--- config.mk ---
export PLATFORM = sky130hd
export DESIGN_NAME = tcpc_reg_arbiter
export DESIGN_NICKNAME = d
export VERILOG_FILES = /design/src/rtl/tcpc_pkg.sv /design/src/rtl/tcpc_reg_arbiter_rr_arbiter.sv /design/src/rtl/tcpc_reg_arbiter.sv
export SDC_FILE = /design/constraint.sdc
export NUM_CORES = 1
export LEC_CHECK = 0
export ABC_AREA = 0
export CAP_MARGIN = 20
export CORE_ASPECT_RATIO = 0.5
export CORE_MARGIN = 5
export CORE_UTILIZATION = 43
export DETAILED_ROUTE_END_ITERATION = 16
export GPL_TIMING_DRIVEN = 0
export PLACE_DENSITY = 0.95
export SYNTH_ARGS = -nofsm -noshare
export SYNTH_HDL_FRONTEND = slang
export SYNTH_SLANG_ARGS = --single-unit
export TNS_END_PERCENT = 30
--- constraint.sdc ---
create_clock -name CLK -period 6.8 [get_ports CLK]
set_clock_uncertainty 0.1 [all_clocks]
set_input_delay 1.36 -clock CLK [delete_from_list [all_inputs] [get_ports CLK]]
set_output_delay 1.36 -clock CLK [all_outputs]
set_load 0.005 [all_outputs]
--- src/rtl/tcpc_pkg.sv ---
// Shared types and constants for the TCPC register-file access path.
package tcpc_pkg;

    localparam int unsigned REG_DATA_W = 16;
    localparam int unsigned REG_ADDR_W = 8;

    // Arbiter FSM encoding
    typedef enum logic [1:0] {
        ST_IDLE  = 2'd0,
        ST_ISSUE = 2'd1,
        ST_WAIT  = 2'd2,
        ST_DONE  = 2'd3
    } state_e;

    // A few well-known TCPC register addresses
    localparam logic [REG_ADDR_W-1:0] ADDR_VENDOR_ID     = 8'h00;
    localparam logic [REG_ADDR_W-1:0] ADDR_ALERT         = 8'h10;
    localparam logic [REG_ADDR_W-1:0] ADDR_TCPC_CONTROL  = 8'h19;
    localparam logic [REG_ADDR_W-1:0] ADDR_TRANSMIT      = 8'h50;

    // Command presented to the register file
    typedef struct packed {
        logic                  rnw;
        logic [REG_ADDR_W-1:0] addr;
        logic [REG_DATA_W-1:0] wdata;
    } reg_cmd_t;

endpackage

--- src/rtl/tcpc_reg_arbiter_rr_arbiter.sv ---
// Round-robin arbiter: owns the last-granted pointer, grants combinationally.
module rr_arbiter #(
    parameter int unsigned NREQ = 3
) (
    input  logic                    CLK,
    input  logic                    RESET,
    input  logic [NREQ-1:0]         req,
    input  logic                    update,
    output logic [NREQ-1:0]         gnt_c,
    output logic [$clog2(NREQ)-1:0] gnt_idx_c
);

    localparam int unsigned IDX_W = $clog2(NREQ);

    logic [IDX_W-1:0] last_q;

    // Search last+1, last+2, ... modulo NREQ for the first active request
    always_comb begin : rr_search
        int unsigned idx;
        logic        hit;
        gnt_c     = '0;
        gnt_idx_c = '0;
        idx       = 0;
        hit       = 1'b0;
        for (int unsigned i = 1; i <= NREQ; i++) begin
            idx = 32'(last_q) + i;
            if (idx >= NREQ) begin
                idx = idx - NREQ;
            end
            if (!hit && req[IDX_W'(idx)]) begin
                hit       = 1'b1;
                gnt_idx_c = IDX_W'(idx);
            end
        end
        if (hit) begin
            gnt_c[gnt_idx_c] = 1'b1;
        end
    end

    // Pointer resets to NREQ-1 so requester 0 wins first
    always_ff @(posedge CLK) begin
        if (RESET) begin
            last_q <= IDX_W'(NREQ - 1);
        end else if (update) begin
            last_q <= gnt_idx_c;
        end
    end

endmodule

--- src/rtl/tcpc_reg_arbiter.sv ---
// Shares the single-ported TCPC register file among NREQ internal requesters.
module tcpc_reg_arbiter
    import tcpc_pkg::*;
#(
    parameter int unsigned NREQ           = 3,
    parameter int unsigned TIMEOUT_CYCLES = 8
) (
    input  logic                       CLK,
    input  logic                       RESET,
    input  logic [NREQ-1:0]            REQ_VALID,
    input  logic [NREQ-1:0]            REQ_RNW,
    input  logic [REG_ADDR_W*NREQ-1:0] REQ_ADDR,
    input  logic [REG_DATA_W*NREQ-1:0] REQ_WDATA,
    output logic [NREQ-1:0]            DONE,
    output logic                       ERR,
    output logic [REG_DATA_W-1:0]      RDATA,
    output logic                       REQUEST,
    output logic                       RNW,
    output logic [REG_ADDR_W-1:0]      ADDR,
    output logic [REG_DATA_W-1:0]      WR_DATA,
    input  logic                       ACK,
    input  logic [REG_DATA_W-1:0]      RD_DATA
);

    localparam int unsigned IDX_W = $clog2(NREQ);
    localparam int unsigned CNT_W = $clog2(TIMEOUT_CYCLES + 1);

    localparam logic [1:0] S_IDLE  = 2'(ST_IDLE);
    localparam logic [1:0] S_ISSUE = 2'(ST_ISSUE);
    localparam logic [1:0] S_WAIT  = 2'(ST_WAIT);
    localparam logic [1:0] S_DONE  = 2'(ST_DONE);

    logic [1:0]            state_q,   state_d;
    logic [CNT_W-1:0]      cnt_q,     cnt_d;
    logic [NREQ-1:0]       owner_q,   owner_d;
    reg_cmd_t              cmd_q,     cmd_d;
    logic                  request_q, request_d;
    logic [NREQ-1:0]       done_q,    done_d;
    logic                  err_q,     err_d;
    logic [REG_DATA_W-1:0] rdata_q,   rdata_d;

    logic                  arb_upd_c;
    logic [NREQ-1:0]       arb_gnt_c;
    logic [IDX_W-1:0]      arb_idx_c;
    reg_cmd_t              sel_cmd_c;

    rr_arbiter #(
        .NREQ (NREQ)
    ) u_rr_arbiter (
        .CLK       (CLK),
        .RESET     (RESET),
        .req       (REQ_VALID),
        .update    (arb_upd_c),
        .gnt_c     (arb_gnt_c),
        .gnt_idx_c (arb_idx_c)
    );

    // Pick the granted requester's command fields
    always_comb begin
        sel_cmd_c.rnw   = REQ_RNW[arb_idx_c];
        sel_cmd_c.addr  = REQ_ADDR[32'(arb_idx_c) * REG_ADDR_W +: REG_ADDR_W];
        sel_cmd_c.wdata = REQ_WDATA[32'(arb_idx_c) * REG_DATA_W +: REG_DATA_W];
    end

    // Next-state and next-output logic for grant / issue / wait / done
    always_comb begin
        state_d   = state_q;
        cnt_d     = cnt_q;
        owner_d   = owner_q;
        cmd_d     = cmd_q;
        request_d = 1'b0;
        done_d    = '0;
        err_d     = err_q;
        rdata_d   = rdata_q;
        arb_upd_c = 1'b0;

        case (state_q)
            S_IDLE: begin
                if (|REQ_VALID) begin
                    arb_upd_c = 1'b1;
                    owner_d   = arb_gnt_c;
                    cmd_d     = sel_cmd_c;
                    request_d = 1'b1;
                    state_d   = S_ISSUE;
                end
            end
            S_ISSUE: begin
                cnt_d   = '0;
                state_d = S_WAIT;
            end
            S_WAIT: begin
                if (ACK) begin
                    rdata_d = RD_DATA;
                    err_d   = 1'b0;
                    done_d  = owner_q;
                    state_d = S_DONE;
                end else if (cnt_q == CNT_W'(TIMEOUT_CYCLES)) begin
                    rdata_d = '0;
                    err_d   = 1'b1;
                    done_d  = owner_q;
                    state_d = S_DONE;
                end else begin
                    cnt_d = cnt_q + CNT_W'(1);
                end
            end
            S_DONE: begin
                state_d = S_IDLE;
            end
            default: begin
                state_d = S_IDLE;
            end
        endcase
    end

    // State and registered outputs
    always_ff @(posedge CLK) begin
        if (RESET) begin
            state_q   <= S_IDLE;
            cnt_q     <= '0;
            owner_q   <= '0;
            cmd_q     <= '0;
            request_q <= 1'b0;
            done_q    <= '0;
            err_q     <= 1'b0;
            rdata_q   <= '0;
        end else begin
            state_q   <= state_d;
            cnt_q     <= cnt_d;
            owner_q   <= owner_d;
            cmd_q     <= cmd_d;
            request_q <= request_d;
            done_q    <= done_d;
            err_q     <= err_d;
            rdata_q   <= rdata_d;
        end
    end

    assign REQUEST = request_q;
    assign RNW     = cmd_q.rnw;
    assign ADDR    = cmd_q.addr;
    assign WR_DATA = cmd_q.wdata;
    assign DONE    = done_q;
    assign ERR     = err_q;
    assign RDATA   = rdata_q;

endmodule

Word level (Yosys, flattened, before mapping)
Cells that the tools add are included.
W data, S select, Z words.
{ "op_classes": {"n_addsub": 7, "n_eq_ne": 8, "n_lt_le_gt_ge": 8, "reduce_logical": 14, "n_bitwise": 1, "n_shift": 2, "mux": 35} }
{ "ops": {"columns": ["cell", "n"], "rows": [
  ["$shiftx A48 B7 Y16", 1],
  ["$mux W16", 2],
  ["$shiftx A24 B6 Y8", 1],
  ["$mux W2", 9],
  ["$lt A2 B3 Y1 const B", 4],
  ["$mux W1", 12],
  ["$ge A3 B2 Y1 const B", 3],
  ["$mux W3", 3],
  ["$bmux W1 S2", 4],
  ["$mux W4", 2],
  ["$pmux W2 S4", 1],
  ["$pmux W4 S2", 1],
  ["$add A2 B2 Y3 const B", 2],
  ["$ne A2 B2 Y1 const B", 3],
  ["$reduce_and A2 Y1", 3],
  ["$sub A2 B2 Y2 const B", 3],
  ["$add A4 B1 Y4 const B", 1],
  ["$eq A2 B2 Y1 const B", 2],
  ["$eq A4 B4 Y1 const B", 1],
  ["$reduce_bool A2 Y1", 2],
  ["$add A2 B1 Y3 const B", 1],
  ["$logic_and A1 B1 Y1", 3],
  ["$ne A3 B3 Y1 const B", 1],
  ["$reduce_and A3 Y1", 1],
  ["8 further kinds", 9]
]} }
{ "word_totals": {"output_inout_bits": 46, "regBits": 57, "input_bits": 97} }

Depth between registers and ports, before layout
{ "logic_depth": {"depth_word": 17, "depth_mapped": 11, "depth_no_buf": 8} }

Cells and area by module
From an unflattened synthesis, not the netlist that was laid out.
{ "unflattened": {"cells_unflattened": 312, "area_unflattened_um2": 2871.5} }
{ "by_module_without_submodules": {"columns": ["mod", "area_each_um2", "n_inst", "cells_per_inst"], "rows": [
  ["tcpc_reg_arbiter", 2590.0, 1, 276],
  ["rr_arbiter", 281.5, 1, 36]
]} }

Worst setup path before layout
OpenSTA, ideal clock, no wires.
{ "synth_timing": {"path_kind": "input to register", "startpoint": "in REQ_VALID[2]", "endpoint": "reg cmd_q, in the netlist WR_DATA[12]", "path_buffers": 2, "arrival_ns": 2.722, "slack_ns": 3.857, "t_required_ns": 6.579, "setup_ns": 0.121, "path_stages": 8, "path_cell_list": "buf_2 -> and2_1 -> nand2_1 -> nand2_1 -> o31ai_4 -> buf_6 -> mux2i_1 -> o21ai_2"} }
{ "synth_via": {"elab_chain_len": 10, "word_cells_on_any_way": 18, "cone_classes": "shift (1); mux (11); reduce/logical (6)"} }
{ "synth_rtl": {"columns": ["element", "line_no", "text"], "rows": [
  ["start, declared", "tcpc_reg_arbiter.sv:10", "input logic [NREQ-1:0] REQ_VALID,"],
  ["$bmux W1 S2", "tcpc_reg_arbiter_rr_arbiter.sv:30", "if (!hit && req[IDX_W'(idx)]) begin"],
  ["$mux W1 (implied by the code)", "tcpc_reg_arbiter_rr_arbiter.sv:30", null],
  ["$mux W1", "tcpc_reg_arbiter_rr_arbiter.sv:30", null],
  ["$logic_not A1 Y1", "tcpc_reg_arbiter_rr_arbiter.sv:30", null],
  ["$logic_and A1 B1 Y1", "tcpc_reg_arbiter_rr_arbiter.sv:30", null],
  ["$mux W1", "tcpc_reg_arbiter_rr_arbiter.sv:30", null],
  ["$logic_not A1 Y1", "tcpc_reg_arbiter_rr_arbiter.sv:30", null],
  ["$logic_and A1 B1 Y1", "tcpc_reg_arbiter_rr_arbiter.sv:30", null],
  ["$mux W2", "tcpc_reg_arbiter_rr_arbiter.sv:30", null],
  ["$shiftx A48 B7 Y16", "tcpc_reg_arbiter.sv:62", "sel_cmd_c.wdata = REQ_WDATA[32'(arb_idx_c) * REG_DATA_W +: REG_DATA_W];"],
  ["end signal, assigned", "tcpc_reg_arbiter.sv:130", "cmd_q <= cmd_d;"],
  ["end, declared", "tcpc_reg_arbiter.sv:36", "reg_cmd_t cmd_q, cmd_d;"]
]} }
Parallel ways exist; a longest one is shown, timed or not. The select of a mux whose other input is x is not followed.
A chain may end at the register's enable or synchronous reset.

Worst setup path in the final report
{ "layout_timing": {"startpoint": "in REQ_VALID[0]", "endpoint": "reg cmd_q, in the netlist ADDR[2]"} }
{ "layout_via": {"elab_chain_len": 10, "word_cells_on_any_way": 18, "cone_classes": "shift (1); mux (11); reduce/logical (6)"} }
{ "layout_rtl": {"columns": ["element", "line_no", "text"], "rows": [
  ["$bmux W1 S2", "tcpc_reg_arbiter_rr_arbiter.sv:30", null],
  ["$mux W1 (implied by the code)", "tcpc_reg_arbiter_rr_arbiter.sv:30", null],
  ["$mux W1", "tcpc_reg_arbiter_rr_arbiter.sv:30", null],
  ["$logic_not A1 Y1", "tcpc_reg_arbiter_rr_arbiter.sv:30", null],
  ["$logic_and A1 B1 Y1", "tcpc_reg_arbiter_rr_arbiter.sv:30", null],
  ["$mux W1", "tcpc_reg_arbiter_rr_arbiter.sv:30", null],
  ["$logic_not A1 Y1", "tcpc_reg_arbiter_rr_arbiter.sv:30", null],
  ["$logic_and A1 B1 Y1", "tcpc_reg_arbiter_rr_arbiter.sv:30", null],
  ["$mux W2", "tcpc_reg_arbiter_rr_arbiter.sv:30", null],
  ["$shiftx A24 B6 Y8", "tcpc_reg_arbiter.sv:61", "sel_cmd_c.addr = REQ_ADDR[32'(arb_idx_c) * REG_ADDR_W +: REG_ADDR_W];"]
]} }
Parallel ways exist; a longest one is shown, timed or not. The select of a mux whose other input is x is not followed.

==> impl_metrics.tcl <==
set metrics [dict create \
    dp.final_hpwl_um 6480 \
    worst-r2r-setup-slack_ns 4.02 \
    min_to "owner_q[0]$_SDFFE_PP0P_" \
    worst_slew_pin_slew_ns 0.577 \
    areaGrowthSynthToFinish_pct 65.3 \
    drtAntennaViolNets 0 \
    final_cell_mix "141 x clkdlybuf4s50_1, 57 x dfxtp_1, 28 x mux2i_1" \
    clock-sinks 57 \
    critPathCaptureType "register" \
    via_per_inst 5.31 \
    yosysSeqAreaShare 0.418 \
    drt_first_pass_iters 4 \
    drcViolationCount 0 \
    synth_edf_count 0 \
    syn_nets 386 \
    area.sequential_sq_mm 0.00114 \
    yosys.area.top_type_share 0.418 \
    wl_per_cell_um 16.3 \
    vias 2776 \
    placementRows 20 \
    cts_max_path_buffers 2 \
    drt-initial-drc-count 137 \
    p_per_area_mw_per_mm2 414 \
    min_path_cells 2 \
    min-delay-start "owner_q[0]$_SDFFE_PP0P_" \
    fp.dieH_um 66.4 \
    cts_resized 0 \
    die_area_sq_mm 0.00815 \
    min_period_ns 3.40 \
    max-cap-violations 0 \
    grt_use_total 0.207 \
    multiInputGateArea_sq_mm 0.00144 \
    rsz0062_at_grt "false" \
    cts_tree "done" \
    worstReg2RegStart "u_rr_arbiter.last_q[0]$_SDFFE_PP0P_" \
    p_leak_nw 1.72 \
    antenna_found_initial 0 \
    cts_max_level 3 \
    core-area_sq_mm 0.00611 \
    clock_latency_ns 0.32 \
    io_buffer_count 141 \
    required_ns 6.95 \
    layout_commonest_cell "clkdlybuf4s50_1" \
    ys_ff_latch 57 \
    synth_top_cell_by_area "dfxtp_1" \
    drive_above_1_share 0.0897 \
    hold_class "reg -> reg" \
    syn_inst 280 \
    slew_headroom 0.614 \
    outcome "finished, final reports clean" \
    async_flop_share 0 \
    path_class "in -> reg" \
    ff2ff_path_depth 10 \
    grt_pass1_wl_um 13000 \
    drt-total-wl_um 8540 \
    grt_pass1_vias 2746 \
    cts_hold_buf 0 \
    cp_max_fo 10 \
    gp_congestion 0.833 \
    clk_pin_slew_ns 0.05 \
    fmax_mhz 294 \
    r2r_end "WR_DATA[5]$_SDFFE_PP0P_" \
    arrival_ns 3.55 \
    drv_slew 0 \
    cts_root_buf "clkbuf_16" \
    synth_area_sq_mm 0.00273 \
    cp-start-kind "primary input" \
    synth_area_leaders "dfxtp_1 42%, mux2i_1 10%, a32oi_1 8.0%" \
    finalCritPeriodShare 0.500 \
    setup_viol 0 \
    nFillCells 427 \
    fin_tns_setup_ns 0 \
    die_w_um 123 \
    globalRoute.totalOverflow 0 \
    total_power_mw 1.87 \
    yosys_warnings 0 \
    final-hold-violation-count 0 \
    ys_types 41 \
    grt_max_degree 11 \
    ys_dominant_reg_cell "dfxtp_1" \
    syn_avg_cell_area_sq_um 9.76 \
    finalNetCount 538 \
    start_util 0.448 \
    postCtsSetupBuffers 0 \
    cts_buffers 9 \
    antenna_cells 0 \
    ir_drop_mv 0.287 \
    io-pin-count 143 \
]
[worst max path at each step]
| stage | endpoint | cells after the start | slack (ns) | start |
|---|---|---|---|---|
| final | ADDR[2]$_SDFFE_PP0P_ | 7 | 3.40 | REQ_VALID[0] |
| after detailed placement | WR_DATA[12]$_SDFFE_PP0P_ | 8 | 3.06 | REQ_VALID[0] |
| after global placement | WR_DATA[14]$_SDFFE_PP0P_ | 8 | 3.11 | REQ_VALID[0] |
| after floorplan | WR_DATA[12]$_SDFFE_PP0P_ | 8 | 3.86 | REQ_VALID[2] |
| after CTS | ADDR[2]$_SDFFE_PP0P_ | 7 | 3.40 | REQ_VALID[0] |
| after global routing | ADDR[2]$_SDFFE_PP0P_ | 7 | 3.13 | REQ_VALID[0] |
[cell usage after synthesis, types with 7 or more instances]
master	instances
mux2i_1	28
clkbuf_1	12
inv_1	7
a21oi_1	8
ha_1	9
o21ai_1	11
dfxtp_1	57
o21ai_0	10
a22oi_1	17
o21ai_2	10
nand2_1	12
a32oi_1	25
nor2_1	25
[metal layers]
| layer | vias to the layer above | wire (um) | share of wire | GRT usage |
|---|---|---|---|---|
| li1 | 1349 | - | - | - |
| met1 | 1320 | 3190 | 0.37 | 0.210 |
| met2 | 93 | 4440 | 0.52 | 0.379 |
| met3 | 14 | 767 | 0.090 | 0.0966 |
| met4 | 0 | 140 | 0.016 | 0.0669 |
| met5 | - | 0 | 0 | 0 |
[kinds of logic after synthesis]
group                    share of synthesized area
AND/OR/NAND/NOR                              0.118
flip-flops                                   0.418
AO/OA/AOI/OAI                                0.258
multiplexers                                 0.108
adder cells (fa/ha/maj)                     0.0412
buffers and inverters                       0.0572
[power breakdown]
part	internal, mW	leakage [nW]	switching, mW	total, mW
clock	0.261	0.129	0.134	0.395
combinational	0.501	1.13	0.517	1.02
sequential	0.416	0.467	0.0420	0.458
total	1.18	1.72	0.693	1.87
[cell type report]
type | instances | area share
multi-input cells | 195 | 0.318
repair buffers | 141 | 0.312
flip-flops and latches | 57 | 0.253
clock buffers | 14 | 0.0584
plain buffers | 21 | 0.0288
well taps | 88 | 0.0244
inverters | 7 | 0.00582
[per-stage QoR]
step,setup WS (ns),hold slack (ns),utilization,cells,cell area [sq um]
global route,3.13,0.383,0.740,523,4520
global placement,3.11,0.340,0.697,509,4250
floorplan,3.86,0.311,-,280,2730
finish,3.40,0.361,0.740,523,4520
detailed placement,3.06,0.351,0.697,509,4250
CTS,3.40,0.357,0.740,523,4520
[state kept, by name, indices dropped and copies added (netlist names)]
signal,count
ADDR,8
DONE,3
ERR,1
RDATA,16
REQUEST,1
RNW,1
WR_DATA,16
cnt_q,4
owner_q,3
state_q,2
u_rr_arbiter.last_q,2
[critical path, stage by stage]
cell	delay [ns]
clkdlybuf4s50_1	0.48
nor3_1	0.33
nor2b_1	0.16
nor2_1	0.48
clkbuf_1	0.45
a32oi_1	0.17
o21ai_2	0.10
Note: power is estimated with default switching activity, not from simulation.
